**src/rtl/data_mem_arbiter.sv**
```systemverilog
// Two-port arbiter in front of a single-ported 16-bit data memory: port A priority,
// starvation promotion for port B, bounded lock bursts, out-of-range error response.
module data_mem_arbiter #(
    parameter int DEPTH        = 128,
    parameter int STARVE_LIMIT = 4,
    parameter int LOCK_MAX     = 8
) (
    input  logic        clk,
    input  logic        reset,
    input  logic        a_req,
    input  logic        a_we,
    input  logic        a_lock,
    input  logic [15:0] a_addr,
    input  logic [15:0] a_wdata,
    input  logic        b_req,
    input  logic        b_we,
    input  logic        b_lock,
    input  logic [15:0] b_addr,
    input  logic [15:0] b_wdata,
    output logic        a_gnt,
    output logic        b_gnt,
    output logic        a_rvalid,
    output logic        b_rvalid,
    output logic [15:0] a_rdata,
    output logic [15:0] b_rdata,
    output logic        err,
    output logic        mem_we,
    output logic [15:0] mem_addr,
    output logic [15:0] mem_wdata,
    input  logic [15:0] mem_rdata
);

    localparam int SW = $clog2(STARVE_LIMIT + 1);
    localparam int LW = $clog2(LOCK_MAX + 1);
    localparam logic [16:0] DEPTH_W = 17'(DEPTH);

    typedef enum logic [1:0] {OWN_NONE, OWN_A, OWN_B} owner_e;

    owner_e         owner_q, owner_d;
    logic           owner_lock_q, owner_lock_d;
    logic [SW-1:0]  starve_cnt_q, starve_cnt_d;
    logic [LW-1:0]  lock_cnt_q, lock_cnt_d;
    logic           a_rvalid_q, a_rvalid_d;
    logic           b_rvalid_q, b_rvalid_d;
    logic [15:0]    a_rdata_q, a_rdata_d;
    logic [15:0]    b_rdata_q, b_rdata_d;
    logic           err_q, err_d;

    logic           lock_expired;
    logic           a_hold, b_hold;
    logic           grant_a, grant_b, any_gnt;
    logic           gnt_we, gnt_lock, in_range;
    logic [15:0]    gnt_addr, gnt_wdata;

    // NOTE: every always_comb output gets a default first so no path can infer a latch.
    always_comb begin
        lock_expired = (lock_cnt_q == LW'(LOCK_MAX));
        a_hold = (owner_q == OWN_A) && owner_lock_q && a_req && !lock_expired;
        b_hold = (owner_q == OWN_B) && owner_lock_q && b_req && !lock_expired;

        // A lock beats promotion; promotion beats A's static priority.
        grant_a = a_hold ||
                  (!b_hold && a_req && !(b_req && starve_cnt_q == SW'(STARVE_LIMIT)));
        grant_b = !grant_a && b_req;

        // Grants are suppressed while reset is held low.
        a_gnt   = reset && grant_a;
        b_gnt   = reset && grant_b;
        any_gnt = a_gnt || b_gnt;

        gnt_we    = 1'b0;
        gnt_lock  = 1'b0;
        gnt_addr  = '0;
        gnt_wdata = '0;
        if (a_gnt) begin
            gnt_we    = a_we;
            gnt_lock  = a_lock;
            gnt_addr  = a_addr;
            gnt_wdata = a_wdata;
        end else if (b_gnt) begin
            gnt_we    = b_we;
            gnt_lock  = b_lock;
            gnt_addr  = b_addr;
            gnt_wdata = b_wdata;
        end

        in_range  = ({1'b0, gnt_addr} < DEPTH_W);
        mem_we    = any_gnt && gnt_we && in_range;
        mem_addr  = gnt_addr;
        mem_wdata = gnt_wdata;
    end

    always_comb begin
        owner_d      = a_gnt ? OWN_A : (b_gnt ? OWN_B : OWN_NONE);
        owner_lock_d = any_gnt && gnt_lock;

        starve_cnt_d = starve_cnt_q;
        if (!b_req || b_gnt)
            starve_cnt_d = '0;
        else if (starve_cnt_q != SW'(STARVE_LIMIT))
            starve_cnt_d = starve_cnt_q + SW'(1);

        // A burst's first locking grant counts as 1; the cycle after the limit is
        // reached arbitrates without the lock and restarts the count.
        lock_cnt_d = '0;
        if (!lock_expired && any_gnt && gnt_lock)
            lock_cnt_d = (a_hold || b_hold) ? lock_cnt_q + LW'(1) : LW'(1);

        a_rvalid_d = a_gnt;
        b_rvalid_d = b_gnt;
        err_d      = any_gnt && !in_range;

        // Out-of-range accesses answer with zero data, whether read or write.
        a_rdata_d = a_rdata_q;
        b_rdata_d = b_rdata_q;
        if (a_gnt && (!a_we || !in_range))
            a_rdata_d = in_range ? mem_rdata : '0;
        if (b_gnt && (!b_we || !in_range))
            b_rdata_d = in_range ? mem_rdata : '0;
    end

    // NOTE: sequential state uses non-blocking assignments so all flops update together.
    always_ff @(posedge clk or negedge reset) begin
        if (!reset) begin
            owner_q      <= OWN_NONE;
            owner_lock_q <= 1'b0;
            starve_cnt_q <= '0;
            lock_cnt_q   <= '0;
            a_rvalid_q   <= 1'b0;
            b_rvalid_q   <= 1'b0;
            a_rdata_q    <= '0;
            b_rdata_q    <= '0;
            err_q        <= 1'b0;
        end else begin
            owner_q      <= owner_d;
            owner_lock_q <= owner_lock_d;
            starve_cnt_q <= starve_cnt_d;
            lock_cnt_q   <= lock_cnt_d;
            a_rvalid_q   <= a_rvalid_d;
            b_rvalid_q   <= b_rvalid_d;
            a_rdata_q    <= a_rdata_d;
            b_rdata_q    <= b_rdata_d;
            err_q        <= err_d;
        end
    end

    assign a_rvalid = a_rvalid_q;
    assign b_rvalid = b_rvalid_q;
    assign a_rdata  = a_rdata_q;
    assign b_rdata  = b_rdata_q;
    assign err      = err_q;

endmodule

```
**config.mk**
```make
export PLATFORM = sky130hd
export DESIGN_NAME = data_mem_arbiter
export DESIGN_NICKNAME = d
export VERILOG_FILES = /design/src/rtl/data_mem_arbiter.sv
export SDC_FILE = /design/constraint.sdc
export NUM_CORES = 1
export LEC_CHECK = 0
export CAP_MARGIN = 0
export CORE_UTILIZATION = 41
export CTS_BUF_LIST = sky130_fd_sc_hd__clkbuf_4
export DETAILED_ROUTE_END_ITERATION = 7
export GPL_TIMING_DRIVEN = 0
export PLACE_DENSITY = 0.87
export SLEW_MARGIN = 10
export SYNTH_ARGS = -nofsm -noshare
export SYNTH_HDL_FRONTEND = slang
export SYNTH_SLANG_ARGS = --single-unit
```
**constraint.sdc**
```tcl
create_clock -name clk -period 2.5 [get_ports clk]
set_clock_uncertainty 0.2 [all_clocks]
set_input_delay 0.25 -clock clk [delete_from_list [all_inputs] [get_ports clk]]
set_output_delay 0.25 -clock clk [all_outputs]
set_load 0.1 [all_outputs]
```
==> metrics.md <==
| Metric | Value |
|---|---|
| Slack of the worst reg-to-reg path | `-0.12 ns` |
| # H-tree levels | `2` |
| Sum of routed wire length over all layers | `around 17 mm` |
| Post-layout worst setup margin | `-0.569 ns` |
| Run status | `finished, violations left` |
| Detailed Route Iter0 Violations | `between 600 and 700` |
| Global-route wire length before repair | `22.7 mm` |
| Prevailing post-synth register cell | `sky130_fd_sc_hd__dfrtp_1` |
| Total track usage | `0.391` |
| Fill cell total of the finished layout | `346` |
| Multiplexer fraction of the synthesized cell area | `0.00325` |
| Synthesis-stage register bit count | `44` |
| Die Y-Extent | `a little under 90 um` |
| Multi-input logic area | `2150 sq um` |
| Layout cell share with drive strength beyond 1 | `0.339` |
| Shortest clock period the worst path allows after layout | `3.07 ns` |
| Area growth from synthesis to layout | `99.7%` |
| Largest net degree at the start of global routing | `26` |
| Wire length per cell after detailed routing | `27.3 um` |
| Initial core utilization | `0.425` |
| Routed vias/inst | `approximately 7.0` |
| Number of global-route vias before repair | `about 4000` |
| Std cell rows | `31` |
| Register-to-Register Path Depth | `9` |
| Clock latency of the later-clocked register in the worst-skew pair | `between 0.3 and 0.4 ns` |
| Most frequent cells in the layout | `sky130_fd_sc_hd__clkdlybuf4s50_1 (119), sky130_fd_sc_hd__dfrtp_1 (42), sky130_fd_sc_hd__buf_12 (41), sky130_fd_sc_hd__o211ai_1 (40), sky130_fd_sc_hd__buf_4 (35)` |
| Final weighted congestion in routability-driven placement | `approximately 0.86` |
| Number of clock buffers inserted by TritonCTS | `5` |
| Beginning of the worst register-to-register path | `lock_cnt_q[0]` |
| Leak Pwr | `2.47 nW` |
| Crit path DAT | `between 2 and 3 ns` |
| Boundary Pins | `~160` |
| Main combinational cell family by area after synthesis | `compound AO/OA/AOI/OAI gates` |
| Maximum achievable frequency | `approximately 330 MHz` |
| Maximum fanout along the worst path | `11` |
| Failing checks | `negative setup slack` |
| Number of detailed-routing iterations run before antenna repair | `6` |
| Number of hold violations in the final report | `0` |
| Max IR drop VDD | `288 uV` |
| Most common cell after layout, fill and taps aside | `sky130_fd_sc_hd__clkdlybuf4s50_1` |
| Post-Synth Simple-Gate Area | `0.182` |
| Synthesized Nets | `between 400 and 500` |
| Fraction of registers with async set or reset after synthesis | `1.00` |
| DR DRC count | `0` |
| Antenna Violating Nets Remaining | `0` |
| Setup tns final | `-18.70 ns` |
| TritonCTS clock tree | `built` |
| Initial antenna violation count | `0` |
| Number of buffers added on ports | `~160` |
| Register area share after synthesis | `0.357` |
| Utilization after layout | `0.849` |
| Number of flops mapped to enable cells by yosys | `0` |
| Maximum count of clock buffers along a single path | `2` |
| Global route overflow | `0` |
| Sequential cell area | `between 1000 and 1500 sq um` |
| Area fraction in compound gates after synthesis | `0.355` |
| Max-cap violation count | `0` |
| Cell Pwr Density | `roughly 380 nW/um^2` |
| Critical path type | `reg2out` |
| Core Region | `just over 7000 sq um` |
| Vias | `about 4400` |
| Final period util | `1.23` |
| Share of the synthesized netlist area taken by xor and xnor gates | `0.00852` |
| Arithmetic-cell share of the synthesized area counting full adders, half adders and majority gates | `0.0162` |
| Synthesized cell area | `~3100 sq um` |
| Pins over their slew limit | `0` |
| Tightest slew margin relative to the limit | `0.319` |
| HP Class | `in2async` |
| DIE WIDTH | `~89 um` |
| HPWL after detailed placement | `just over 8 mm` |
| Worst setup path startpoint | `lock_cnt_q[0]` |
| Count of different cell masters after synthesis | `41` |
| Endpoint of the worst register-to-register path | `b_rdata[5]` |
| Mean instance size in the synthesized netlist | `around 9.7 sq um` |
| Worst setup path endpoint | `mem_addr[9]` |
| Capturing element type of the critical path | `output pin` |
| Clock-pin transition on the worst setup and hold timing paths | `0.16 ns` |
| Actual slew at the worst max-slew pin | `approximately 1.0 ns` |
| Required time worst endpoint | `just over 2 ns` |
| Clock sink count | `44` |
| Number of standard cells after synthesis | `roughly 320` |
| Area of the die | `7870 sq um` |
| Setup violators final | `43` |
| Placement-stage worst setup slack | `-1.57 ns` |
| RSZ-0062 raised after global routing | `yes` |
| Final net count | `616` |
| Antenna diode instance count | `0` |
| Nature of the critical path startpoint | `flop` |
| Clock tree root buffer cell | `sky130_fd_sc_hd__clkbuf_4` |
| Count of yosys warnings during synthesis | `0` |
through the flow:
| stage | area, sq um | total power [W] | std cells | hold slack [ns] |
|---|---|---|---|---|
| finish | 6160 | 0.00232 | 624 | 0.336 |
| global placement | 5080 | 0.00154 | 575 | 0.349 |
| floorplan | 3390 | 0.00127 | 319 | -0.246 |
| detailed placement | 5100 | 0.00156 | 576 | 0.0633 |
| CTS | 5990 | 0.00219 | 615 | 0.294 |
| global route | 6160 | 0.00236 | 624 | 0.332 |
cells in the mapped netlist (2+ instances only):
cell,instances,share of area
sky130_fd_sc_hd__or3_1,2,0.0041
sky130_fd_sc_hd__o21ai_0,17,0.028
sky130_fd_sc_hd__nor3_2,3,0.0097
sky130_fd_sc_hd__dfrtp_1,44,0.36
sky130_fd_sc_hd__buf_2,9,0.015
sky130_fd_sc_hd__clkbuf_1,14,0.017
sky130_fd_sc_hd__xnor2_1,2,0.0057
sky130_fd_sc_hd__o211ai_2,10,0.041
sky130_fd_sc_hd__a22o_1,32,0.091
sky130_fd_sc_hd__nor3b_1,3,0.0073
sky130_fd_sc_hd__o211ai_1,40,0.097
sky130_fd_sc_hd__ha_1,4,0.016
sky130_fd_sc_hd__and3b_1,2,0.0057
sky130_fd_sc_hd__buf_6,2,0.0073
sky130_fd_sc_hd__a21oi_1,5,0.0081
sky130_fd_sc_hd__nor2b_1,16,0.032
sky130_fd_sc_hd__nand3b_1,4,0.0097
sky130_fd_sc_hd__or4_4,2,0.0073
sky130_fd_sc_hd__nand3_1,24,0.039
sky130_fd_sc_hd__nand4_1,17,0.034
sky130_fd_sc_hd__nand2_1,4,0.0049
sky130_fd_sc_hd__inv_1,22,0.027
sky130_fd_sc_hd__nor4_4,2,0.014
sky130_fd_sc_hd__o2111ai_1,16,0.045
sky130_fd_sc_hd__a211oi_1,2,0.0049
sky130_fd_sc_hd__o311ai_2,2,0.011
sky130_fd_sc_hd__buf_4,5,0.012
per-layer routing:
layer,vias up,track usage,wire length [um],share of wire
met5,-,0,0,0
met4,0,0.257,1750,0.10
met3,182,0.0886,2030,0.12
met2,518,0.669,8030,0.47
met1,1982,0.437,5260,0.31
li1,1673,-,-,-
power by group:
group	total, W	switching (W)	leakage [nW]	internal [W]
sequential	0.000742	0.0000178	0.605	0.000724
combinational	0.00109	0.000629	1.82	0.000463
clock	0.000483	0.000274	0.0428	0.000210
timing repair:
| item | 4_1_cts | 5_1_grt |
|---|---|---|
| cloned | 1 | 3 |
| gates resized for setup | 349 | 18 |
| setup buffers | 31 | 9 |
| pin swaps | 12 | 11 |
| hold endpoints to repair | 19 | 0 |
| endpoints found under the setup margin | 54 | 69 |
| hold buffers | 2 | 0 |
sequential cells by signal, summed over array words and instances (netlist names):
name,cells
b_rdata,16
starve_cnt_q,3
err,1
b_rvalid,1
owner_q,2
a_rdata,16
lock_cnt_q,4
owner_lock_q,1
cell type report:
| type | count | area share |
|---|---|---|
| Timing Repair Buffer | 204 | 0.389 |
| Multi-Input combinational cell | 223 | 0.349 |
| Sequential cell | 44 | 0.180 |
| Buffer | 24 | 0.0353 |
| Tap cell | 99 | 0.0201 |
| Inverter | 22 | 0.0140 |
| Clock inverter | 3 | 0.00691 |
| Clock buffer | 5 | 0.00609 |
worst min path at each step:
stage / endpoint / slack (ns) / cells after the start
2_1_floorplan: a_rdata[0] / -0.25 / 0
5_1_grt: b_rdata[12] / 0.33 / 3
3_5_place_dp: a_rdata[12] / 0.06 / 1
3_3_place_gp: a_rdata[14] / 0.35 / 2
4_1_cts: a_rdata[15] / 0.29 / 4
6_report: starve_cnt_q[1] / 0.34 / 3
critical path: stages, from the launching register on:
cell and delay [ns]:
sky130_fd_sc_hd__dfrtp_1 0.42, sky130_fd_sc_hd__inv_1 0.09, sky130_fd_sc_hd__ha_2 0.18, sky130_fd_sc_hd__nand3b_1 0.25, sky130_fd_sc_hd__a31o_2 0.47, sky130_fd_sc_hd__nor2_8 0.22
sky130_fd_sc_hd__buf_12 0.16, sky130_fd_sc_hd__clkbuf_16 0.15, sky130_fd_sc_hd__a22o_4 0.13, sky130_fd_sc_hd__buf_12 0.17
cell families (layout without fill, tap and decap cells):
family | count (synthesis) | after routing
xor gates and xnor gates | 3 | 3
DFF | 44 | 44
and+or+nand+nor | 84 | 84
AOI/OAI and AO/OA | 131 | 131
buffers and inverters | 52 | 258
muxes | 1 | 1
adders and majority gates | 4 | 4
(Power assumes the default switching activity.)
==> RTL change: new RTL, same settings <==
`LOCK_MAX`: 8 -> 16.
--- a/src/rtl/data_mem_arbiter.sv
+++ b/src/rtl/data_mem_arbiter.sv
@@ -4,5 +4,5 @@
     parameter int DEPTH        = 128,
     parameter int STARVE_LIMIT = 4,
-    parameter int LOCK_MAX     = 8
+    parameter int LOCK_MAX     = 16
 ) (
     input  logic        clk,
Function: changed (Yosys sat finds a counterexample within 10 cycles, from zero or initial values and one cycle with reset low).
==> RTL change against the unedited design <==
- the run still ends with negative setup slack left
- worst setup slack improved by 1.7 ps
- via count fell by 4.1%
- register-to-register slack improved by 20 ps
- cell count increased by 0.80%
- design area rose by 0.65%
- area after synthesis is 1.8% higher
- clock power shrank 18%
- synthesized cell count up 1.3%
- first-iteration DRC count is 18% lower
- power down 4.6%
- wire length shrank 6.6%
- sequential cell count rose by 1
- critical endpoint is now mem_addr[14]
- largest power group unchanged
==> RTL change: results (changes against the unedited design) <==
Run status
  • Status: finished with violations
  • Violated checks: negative setup slack

Global routing
  • First-pass GRT wire length: 19,600 um (-14%)
  • Vias in the first global route: 3,866 (-5.7%)
  • Global Route met1 Usage: 0.361 (-0.0755)
  • Total track usage: 0.331 (-0.0606)
  • Met3 Usage GRT: 0.0609 (-0.0277)
  • Gr ovfl total: 0 (unchanged)
  • Routing usage on met2: 0.586 (-0.0835)
  • Largest net degree at the start of global routing: 21 (-19%)
  • Initial antenna violation count: 0 (unchanged)

Setup path
  • Worst Path Arrival: 2620 ps (about the same)
  • Slowest cell on the critical path: dfrtp_1
  • RR Endpoint: lock_cnt_q[2]$_DFF_PN0_
  • Flop2flop setup slack: -100 ps (+20 ps)
  • Reg2reg start: lock_cnt_q[1]$_DFF_PN0_
  • Reg2Reg Depth: 9 (unchanged)
  • Crit path largest cell delay: 430 ps (-40 ps)
  • Crit-path max FO: 10 (-1)

Route
  • DR iter-0 viols: 525 (-18%)
  • First-pass detailed-route iteration total: 6 (unchanged)
  • Vias: 4,175 (-4.1%)
  • Wirelength per Cell: 25.3 um (-7.4%)

Yosys
  • Synth Area in XOR/XNOR: 0.0112 (+0.00264)
  • Synth Area in Compound Gates: 0.358 (+0.00254)
  • Syn_nets: 415 (+0.97%)
  • YS warnings: 0 (unchanged)
  • Adder-Cell Fraction of Synth Area: 0.0159 (-0.000285)
  • Multiplexer share of the synthesized area: 0.00319 (-0.0000569)
  • Post-synth cell types: 46 (+12%)
  • Largest cells by area after synthesis: dfrtp_1 (36%), o211ai_1 (9.6%), a22o_1 (8.9%), o2111ai_1 (4.5%), o211ai_2 (4.4%)
  • Primary FF master, synth: dfrtp_1
  • Most frequent cells after synthesis: dfrtp_1 (45), o211ai_1 (40), a22o_1 (32)
  • Mapped Cells: 323 (+1.3%)
  • Sequential area share after synthesis: 0.359 (+0.00171)

Power and ir drop
  • Leakage: 2.45 nW (-0.66%)
  • NetSw: 0.000911 W (-1.1%)
  • Peak supply drop: 0.259 mV (-10%)

Place
  • Placed Area: 5120 um^2 (+0.54%)
  • Dpl cells: 580 (+0.69%)
  • Pre-CTS setup slack: -1600 ps (-34.5 ps)
  • GPL Wtd Cong: 0.861 (about the same)
  • DPL Wire Length: 8020 um (-1.1%)
  • Port bufs: 157 (unchanged)

Clocking
  • Longest Clk Path Bufs: 2 (unchanged)
  • CTS Buf Count: 5 (unchanged)
  • Clk slew on worst S/H paths: 160 ps (about the same)

Final layout
  • Post-Layout Cell Count: 629 (+0.80%)
  • Multi-input gate area: 2220 um^2 (+3.4%)
  • Final #Nets: 621 (+0.81%)
  • Ratio of cells with drive above 1 in the final layout: 0.338 (-0.00131)
  • Layout fillers: 324 (-6.4%)

STA
  • Final WS setup: -567 ps (+1.66 ps)
  • Setup_tns: -18,610 ps (+91.9 ps)
  • Slew HR: 0.328 (+0.00893)
  • Final setup viols: 46 (+7.0%)
  • Hold Slack: 284 ps (-51.6 ps)

Min path
  • Hold Crit Class: in -> async
## RTL change: worst max path at each step
stage	startpoint	end	slack, ps
after floorplan	owner_q[0]$_DFF_PN0_	mem_we	-420
after global placement	reset	mem_addr[2]	-2780
after detailed placement	a_req	mem_wdata[11]	-1600
after CTS	owner_q[0]$_DFF_PN0_	mem_addr[3]	-390
after global routing	lock_cnt_q[1]$_DFF_PN0_	mem_addr[14]	-640
final	lock_cnt_q[1]$_DFF_PN0_	mem_addr[14]	-570
## RTL change: power groups by stage
stage	Clock (W)	Sequential (W)	Combinational, W
2_1_floorplan	0	0.000788	0.000491
3_3_place_gp	0	0.000763	0.000795
3_5_place_dp	0	0.000764	0.000809
4_1_cts	0.000385	0.000750	0.000976
5_1_grt	0.000409	0.000754	0.00109
6_report	0.000397	0.000754	0.00106
## RTL change: repair_timing
action	in CTS	in global routing
endpoints found under the hold margin	30	0
hold buffers	3	0
resized for setup	345	32
setup endpoints to repair	36	57
pin swaps	10	22
gates cloned	0	4
setup buffers	20	22
## RTL change: routing by layer
| metal | routed length (um) | part of all wire |
|---|---|---|
| met3 | 1640 | 0.10 |
| met1 | 5230 | 0.33 |
| met2 | 7550 | 0.47 |
| met5 | 0 | 0 |
| met4 | 1520 | 0.095 |
## RTL change: worst max-delay path, delay by kind of cell (launching register included)
family | cells | cell delay, ps
AOI/OAI and AO/OA | 2 | 460
buffers and inverters | 5 | 780
DFF | 1 | 430
and+or+nand+nor | 2 | 360
adders and majority gates | 1 | 170
## RTL change: cell type report
| type | instances | area share |
|---|---|---|
| timing repair buffer | 206 | 0.383 |
| multi-input combinational | 224 | 0.359 |
| sequential | 45 | 0.182 |
| buffer | 25 | 0.0325 |
| tap | 99 | 0.0200 |
| inverter | 22 | 0.0133 |
| clock buffer | 5 | 0.00605 |
| clock inverter | 3 | 0.00363 |
